[src/rtl/mem_ctrl_if.sv]
// Request/response and memory-side bundle for mem_ctrl.
// slave = the controller; master = datapath plus memory array.
interface mem_ctrl_if;
   logic        req;
   logic        we;
   logic        ind;
   logic [15:0] addr;
   logic [15:0] wdata;
   logic        busy;
   logic        done;
   logic [15:0] rdata;
   logic [15:0] MARReg;
   logic [15:0] mdrOut;
   logic        memWE;
   logic [15:0] memOut;

   modport slave  (input  req, we, ind, addr, wdata, memOut,
                   output busy, done, rdata, MARReg, mdrOut, memWE);
   modport master (output req, we, ind, addr, wdata, memOut,
                   input  busy, done, rdata, MARReg, mdrOut, memWE);
endinterface

[src/rtl/mem_ctrl.sv]
// LC-3 memory sequencer: one load/store per request with WAIT_CYCLES wait states.
// Optional indirect (pointer-fetch) accesses are built when MEM_CTRL_IND_EN is defined.
module mem_ctrl #(
   parameter int unsigned WAIT_CYCLES = 1
) (
   input  logic         clk,
   input  logic         reset,
   mem_ctrl_if.slave    io_bus
);
   localparam logic [3:0] W = 4'(WAIT_CYCLES);

   typedef enum logic [2:0] {
      S_IDLE,
      S_WAIT,
      S_ACCESS,
      S_DONE
`ifdef MEM_CTRL_IND_EN
      , S_PTR
`endif
   } state_t;

   state_t      r_state, w_next;
   state_t      w_idle_tgt, w_wait_tgt;
   logic [3:0]  r_cnt;
   logic        r_we;
   logic [15:0] r_mar, r_mdr, r_rdata;
   logic        r_memwe;
   logic        w_we_eff;
`ifdef MEM_CTRL_IND_EN
   logic        r_ind;
`endif

   // State reached once the wait states run out: the pointer fetch comes first on indirect requests
   always_comb begin
      w_idle_tgt = S_ACCESS;
      w_wait_tgt = S_ACCESS;
`ifdef MEM_CTRL_IND_EN
      if (io_bus.ind) w_idle_tgt = S_PTR;
      if (r_ind)      w_wait_tgt = S_PTR;
`endif
   end

   always_comb begin
      w_next = r_state;
      case (r_state)
         S_IDLE:   if (io_bus.req) w_next = (W == 4'd0) ? w_idle_tgt : S_WAIT;
         S_WAIT:   if (r_cnt <= 4'd1) w_next = w_wait_tgt;
`ifdef MEM_CTRL_IND_EN
         S_PTR:    w_next = (W == 4'd0) ? S_ACCESS : S_WAIT;
`endif
         S_ACCESS: w_next = S_DONE;
         S_DONE:   w_next = S_IDLE;
         default:  w_next = S_IDLE;
      endcase
   end

   // With W=0 ACCESS follows IDLE directly, before r_we has been latched
   assign w_we_eff = (r_state == S_IDLE) ? io_bus.we : r_we;

   always_ff @(posedge clk or posedge reset) begin
      if (reset) begin
         r_state <= S_IDLE;
         r_cnt   <= 4'd0;
         r_we    <= 1'b0;
         r_mar   <= 16'h0000;
         r_mdr   <= 16'h0000;
         r_rdata <= 16'h0000;
         r_memwe <= 1'b0;
`ifdef MEM_CTRL_IND_EN
         r_ind   <= 1'b0;
`endif
      end else begin
         r_state <= w_next;
         r_memwe <= (w_next == S_ACCESS) && w_we_eff;
         case (r_state)
            S_IDLE: if (io_bus.req) begin
               r_mar <= io_bus.addr;
               r_mdr <= io_bus.wdata;
               r_we  <= io_bus.we;
               r_cnt <= W;
`ifdef MEM_CTRL_IND_EN
               r_ind <= io_bus.ind;
`endif
            end
            S_WAIT: r_cnt <= r_cnt - 4'd1;
`ifdef MEM_CTRL_IND_EN
            S_PTR: begin
               r_mar <= io_bus.memOut;
               r_cnt <= W;
               r_ind <= 1'b0;
            end
`endif
            S_ACCESS: if (!r_we) r_rdata <= io_bus.memOut;
            default: ;
         endcase
      end
   end

   assign io_bus.busy   = (r_state != S_IDLE);
   assign io_bus.done   = (r_state == S_DONE);
   assign io_bus.rdata  = r_rdata;
   assign io_bus.MARReg = r_mar;
   assign io_bus.mdrOut = r_mdr;
   assign io_bus.memWE  = r_memwe;
endmodule
[src/flat_wrapper.sv]
// flat-port wrapper written by rule: the top's interface ports become plain ports
module mem_ctrl_flat 
#(
   parameter int unsigned WAIT_CYCLES = 1
)
  (clk, reset, io_bus_req, io_bus_we, io_bus_ind, io_bus_addr, io_bus_wdata, io_bus_memOut, io_bus_busy, io_bus_done, io_bus_rdata, io_bus_MARReg, io_bus_mdrOut, io_bus_memWE);
  mem_ctrl_if io_bus_i ();
  input  logic clk;
  input  logic reset;
  input wire logic [$bits(io_bus_i.req)-1:0] io_bus_req;
  input wire logic [$bits(io_bus_i.we)-1:0] io_bus_we;
  input wire logic [$bits(io_bus_i.ind)-1:0] io_bus_ind;
  input wire logic [$bits(io_bus_i.addr)-1:0] io_bus_addr;
  input wire logic [$bits(io_bus_i.wdata)-1:0] io_bus_wdata;
  input wire logic [$bits(io_bus_i.memOut)-1:0] io_bus_memOut;
  output wire logic [$bits(io_bus_i.busy)-1:0] io_bus_busy;
  output wire logic [$bits(io_bus_i.done)-1:0] io_bus_done;
  output wire logic [$bits(io_bus_i.rdata)-1:0] io_bus_rdata;
  output wire logic [$bits(io_bus_i.MARReg)-1:0] io_bus_MARReg;
  output wire logic [$bits(io_bus_i.mdrOut)-1:0] io_bus_mdrOut;
  output wire logic [$bits(io_bus_i.memWE)-1:0] io_bus_memWE;
  assign io_bus_i.req = io_bus_req;
  assign io_bus_i.we = io_bus_we;
  assign io_bus_i.ind = io_bus_ind;
  assign io_bus_i.addr = io_bus_addr;
  assign io_bus_i.wdata = io_bus_wdata;
  assign io_bus_i.memOut = io_bus_memOut;
  assign io_bus_busy = io_bus_i.busy;
  assign io_bus_done = io_bus_i.done;
  assign io_bus_rdata = io_bus_i.rdata;
  assign io_bus_MARReg = io_bus_i.MARReg;
  assign io_bus_mdrOut = io_bus_i.mdrOut;
  assign io_bus_memWE = io_bus_i.memWE;
  mem_ctrl #(.WAIT_CYCLES(WAIT_CYCLES)) u_core (.clk(clk), .reset(reset), .io_bus(io_bus_i));
endmodule
[config.mk]
export PLATFORM = sky130hd
export DESIGN_NAME = mem_ctrl_flat
export DESIGN_NICKNAME = d
export VERILOG_FILES = /design/src/rtl/mem_ctrl_if.sv /design/src/rtl/mem_ctrl.sv /design/src/flat_wrapper.sv
export SDC_FILE = /design/constraint.sdc
export NUM_CORES = 1
export LEC_CHECK = 0
export ABC_CLOCK_PERIOD_IN_PS = 6000
export BUFFER_PORTS_ARGS = -buffer_cell sky130_fd_sc_hd__buf_2
export CAP_MARGIN = 20
export CORE_AREA = 5 5 76 71
export CTS_BUF_LIST = sky130_fd_sc_hd__clkbuf_8
export DETAILED_ROUTE_END_ITERATION = 8
export DIE_AREA = 0 0 81 76
export GPL_TIMING_DRIVEN = 0
export PLACE_DENSITY = 0.86
export SLEW_MARGIN = 20
export SYNTH_ARGS = -nofsm -noshare
export SYNTH_HDL_FRONTEND = slang
export SYNTH_SLANG_ARGS = --single-unit
[constraint.sdc]
create_clock -name clk -period 6 [get_ports clk]
set_clock_uncertainty 0.05 [all_clocks]
set_input_delay 1.5 -clock clk [delete_from_list [all_inputs] [get_ports clk]]
set_output_delay 1.5 -clock clk [all_outputs]
set_load 0.01 [all_outputs]
Word level (Yosys, flattened, before mapping)
Cells that the tools add are included.
{"block": "word_totals", "reg_bits": 57, "word_cells": 28, "in_bits": 53, "out_inout_bits": 51}
{"block": "op_classes", "n_reduce_logical": 7, "mux": 6, "add_sub_neg": 1, "bitwise": 1, "eq_ne": 5, "order_cmp": 1}
{"operator": "3-bit by 2-bit equality test with 1-bit output (second input constant)", "count": 3}
{"operator": "3-bit one-hot mux with 3 select lines", "count": 1}
{"operator": "4-bit one-hot mux with 2 select lines", "count": 1}
{"operator": "3-bit two-way mux", "count": 2}
{"operator": "2-bit AND reduction", "count": 3}
{"operator": "4-bit by 1-bit less-or-equal comparator with 1-bit output (second input constant)", "count": 1}
{"operator": "4-bit two-way mux", "count": 1}
{"operator": "4-bit by 1-bit subtractor with 4-bit output (second input constant)", "count": 1}
{"operator": "3-bit by 1-bit equality test with 1-bit output (second input constant)", "count": 1}
{"operator": "3-bit zero test", "count": 1}
{"operator": "3-bit nonzero test", "count": 1}
{"operator": "2-bit != test (second input constant)", "count": 1}
{"operator": "2-bit nonzero test", "count": 1}
{"operator": "1-bit logical AND", "count": 1}
{"operator": "1-bit two-way mux", "count": 1}
{"operator": "1-bit inverter", "count": 1}

Depth between registers and ports, before layout
{"block": "depth", "ltp_word": 5, "mapped_depth": 6, "ltp_nobuf": 5}

Worst setup path after synthesis
No wires, ideal clock.
{"block": "synth_path", "kind": "input port to flip-flop", "startpoint": "input io_bus_req", "endpoint": "register u_core.r_mar[10] (netlist: u_core.io_bus.MARReg[10])", "setup_ns": 0.125, "path_slack_ns": 3.421, "path_stages": 4, "required_ns": 5.825, "path_buffers": 2, "arrival_time_ns": 2.405, "cell_sequence": "nor4b_1 buf_4 buf_4 mux2_2"}
{"block": "synth_between", "elab_chain_cells": 1}
{"element": "start: declaration", "line": "flat_wrapper.sv:10", "source": "input wire logic [$bits(io_bus_i.req)-1:0] io_bus_req;"}
{"element": "2-bit AND reduction (no source line)"}
{"element": "end signal: assignment", "line": "mem_ctrl.sv:77", "source": "r_mar <= io_bus.addr;"}
{"element": "end: declaration", "line": "mem_ctrl.sv:26", "source": "logic [15:0] r_mar, r_mdr, r_rdata;"}
Every way passes these cells.
A chain may end at the register's enable or synchronous reset.

Final worst setup path
{"block": "layout_path", "startpoint": "register u_core.r_state[0]", "endpoint": "output io_bus_busy"}
{"block": "layout_between", "elab_chain_cells": 1}
{"element": "start: declaration", "line": "mem_ctrl.sv:22", "source": "state_t r_state, w_next;"}
{"element": "start signal: assignment", "line": "mem_ctrl.sv:73", "source": "r_state <= w_next;"}
{"element": "3-bit nonzero test", "line": "mem_ctrl.sv:99", "source": "assign io_bus.busy = (r_state != S_IDLE);"}
{"element": "end: declaration", "line": "flat_wrapper.sv:16", "source": "output wire logic [$bits(io_bus_i.busy)-1:0] io_bus_busy;"}
Every way passes these cells.

==> flow_metrics.py <==
metrics = {
    "outcome": {
        "outcome": "complete, no violations",
    },
    "setup_path": {
        "crit_top_cell": "buf_2",
        "cp_max_fo": 10,
        "slowest_delay_ns": 0.47,
        "critPathLaunchType": "register",
        "path_class": "register to output pin",
        "cp.arrival_ns": 1.45,
        "crit_slowest_cell": "or3_2",
        "crit_family": "simple AND/OR/NAND/NOR gates",
        "endpoint_kind": "output pin",
        "cp_cell_sequence": "buf_2 -> or3_2 -> buf_2",
        "path_buf_inv": 2,
        "critPathRequiredTime_ns": 4.45,
    },
    "clocking": {
        "insertion_delay_ns": 0.31,
        "cts_root_buffer": "clkbuf_8",
        "postCtsSetupBuffers": 0,
        "cts.sinks": 57,
        "clock_path_buffers": 2,
        "path_clk_slew_ns": 0.06,
        "cts_buffers": 9,
        "htree_num_levels": 3,
        "cts.repair.resized": 0,
        "cts_tree": "done",
        "hold_buffers": 0,
    },
    "synthesis": {
        "synthDistinctLibCells": 26,
        "synth-xor-area-share": 0.00774,
        "yosysSeqAreaShare": 0.630,
        "netlist_area_sq_mm": 0.00226,
        "ys_seq_elements": 57,
        "synth_most_common_cell": "dfrtp_1",
        "syn_nets": 202,
        "synth_compound_area_frac": 0.0216,
        "ys_warn_count": 0,
        "synth_fa_ha_area_frac": 0.0111,
        "synthArstFlopShare": 1.00,
        "synth_simple_gate_area_frac": 0.0531,
        "synth_top_area_cell": "dfrtp_1",
        "synth_mux_area_frac": 0.244,
        "synth_top_family_by_area": "multiplexers",
        "synth_common_cells": "dfrtp_1, mux2_2",
        "synth_top_cell_area_share": 0.630,
        "synthCells": 147,
        "synth_edf_count": 0,
        "synth_ff_type": "dfrtp_1",
        "avgSynthCellArea_sq_um": 15.4,
        "synthTopCellsByArea": "dfrtp_1, mux2_2, buf_4",
    },
    "detailed_routing": {
        "vias": 1564,
        "ant_nets": 0,
        "drc_errors": 0,
        "dr.pass1.iters": 4,
        "avgRoutedWirePerCell_um": 14.0,
        "viasPerCell": 4.74,
        "first_iter_violations": 46,
        "drt-total-wl_mm": 4.64,
    },
    "place": {
        "io_buffers": 102,
        "dpl.cell_count": 314,
        "hpwl_mm": 3.54,
        "pre_cts_ws_ns": 3.14,
        "routabilityCongestion": 0.742,
    },
    "timing": {
        "setup_viol": 0,
        "finalHoldViolCount": 0,
        "fin_ws_ns": 3.00,
        "post-route-min-period_ns": 3.00,
        "max_freq_mhz": 333,
        "finalSetupTns_ns": 0,
        "rsz0062_at_grt": "false",
        "tightest_slew_ns": 0.742,
        "slew_headroom": 0.504,
        "holdWs_ns": 0.450,
        "final_max_slew_viol_count": 0,
        "fin_crit_sh": 0.501,
    },
    "global_routing": {
        "grt_pass1_vias": 1718,
        "grt-ovfl-total": 0,
        "antenna_found_initial": 0,
        "grt_pass1_wl_mm": 7.76,
        "grt_max_degree": 58,
        "grt_usage": 0.165,
    },
    "power_and_ir_drop": {
        "combPwrFrac": 0.353,
        "swShare": 0.312,
        "p_clk_frac": 0.234,
        "seqPwrFrac": 0.413,
        "internal_power_mw": 1.09,
        "pwr_density_cell_mw_per_mm2": 517,
        "p_leak_nw": 1.54,
        "switching_power_uw": 495,
        "ir_worst_vdd_mv": 0.274,
    },
    "floorplan": {
        "die_x_um": 81,
        "core_sq_mm": 0.00462,
        "initial_core_util": 0.489,
        "die_h_um": 76,
        "std_cell_rows": 24,
        "dieArea_sq_mm": 0.00616,
        "num_io_pins": 104,
    },
    "finish": {
        "area_growth_syn_to_layout_pct": 35.5,
        "fin_util": 0.663,
        "drive_gt1_frac": 0.672,
        "fin_nets": 315,
        "finalNonFillerCells": 330,
        "diodes": 0,
    },
    "job": {
        "drv_cap": 0,
    },
    "worst_hold_path": {
        "min_path_type": "register to register",
    },
}
[final cells by class]
cell class,count,area (sq um)
Sequential cell,57,1430
Buffer,7,51.3
Fill cell,370,1560
Inverter,5,21.3
Multi-Input combinational cell,78,767
Tap cell,65,81.3
Clock inverter,7,86.3
Clock buffer,9,124
Timing Repair Buffer,102,510
[cell usage in the layout (no fill, tap or decap), types with 2 or more instances in the layout]
cell / netlist / final
dfrtp_1: 57 / 57
clkinv_2: 0 / 3
clkbuf_8: 0 / 9
nor3_1: 4 / 4
bufinv_16: 0 / 2
o31ai_1: 2 / 2
buf_2: 2 / 104
mux2_2: 49 / 49
xnor2_1: 2 / 2
a21oi_1: 2 / 2
ha_1: 2 / 2
inv_1: 4 / 4
nor2_1: 4 / 4
buf_4: 4 / 4
[registers in the layout, summed over array words and instances (netlist names)]
| register | cells |
|---|---|
| u_core.io_bus.mdrOut | 16 |
| u_core.io_bus.rdata | 16 |
| u_core.r_state | 3 |
| u_core.r_cnt | 4 |
| u_core.r_we | 1 |
| u_core.io_bus.MARReg | 16 |
| u_core.io_bus.memWE | 1 |
[power groups by stage]
stage                     clock, mW  combinational [mW]  sequential [mW]
after floorplan                   0               0.254            0.738
after global placement            0               0.551            0.652
after detailed placement          0               0.571            0.663
after CTS                     0.383               0.572            0.657
after global routing          0.406               0.614            0.682
final                         0.371               0.560            0.655
[metrics by stage]
stage | instance area (sq um) | power [mW]
6_report | 3070 | 1.59
5_1_grt | 3070 | 1.70
3_5_place_dp | 2860 | 1.23
4_1_cts | 3070 | 1.61
2_1_floorplan | 2260 | 0.992
3_3_place_gp | 2860 | 1.20
[path summary, 6_finish.rpt]
| path | from | end | slack, ns | cells past startpoint |
|---|---|---|---|---|
| setup / recovery | u_core.r_state[0]$_DFF_PP0_ | io_bus_busy | 3.00 | 3 |
| hold / removal | u_core.io_bus.rdata[3]$_DFFE_PP0P_ | u_core.io_bus.rdata[3]$_DFFE_PP0P_ | 0.45 | 1 |
| setup reg to reg | u_core.r_state[0]$_DFF_PP0_ | u_core.io_bus.MARReg[11]$_DFFE_PP0P_ | 4.13 | 5 |
| hold reg to reg | u_core.io_bus.rdata[3]$_DFFE_PP0P_ | u_core.io_bus.rdata[3]$_DFFE_PP0P_ | 0.45 | 1 |
| max in group asynchronous | reset | u_core.io_bus.MARReg[4]$_DFFE_PP0P_ | 4.20 | 2 |
| min in group asynchronous | reset | u_core.io_bus.mdrOut[15]$_DFFE_PP0P_ | 1.25 | 2 |
[kinds of logic (layout without fill, tap and decap cells)]
family          count (synthesis)  after routing
other cells                     1              1
simple gates                   17             17
flops                          57             57
fa+ha+maj                       2              2
compound gates                  7              7
xor+xnor                        2              2
buf+inv                        12            130
mux                            49             49
[routing by layer]
metal | GRT usage | vias to the layer above | part of all wire | wire length (um)
li1 | - | 738 | - | -
met1 | 0.177 | 749 | 0.40 | 1840
met2 | 0.273 | 67 | 0.50 | 2300
met3 | 0.0626 | 10 | 0.083 | 386
met4 | 0.0929 | 0 | 0.023 | 108
met5 | 0 | - | 0 | 0
Power figures use the tool's default switching activity.
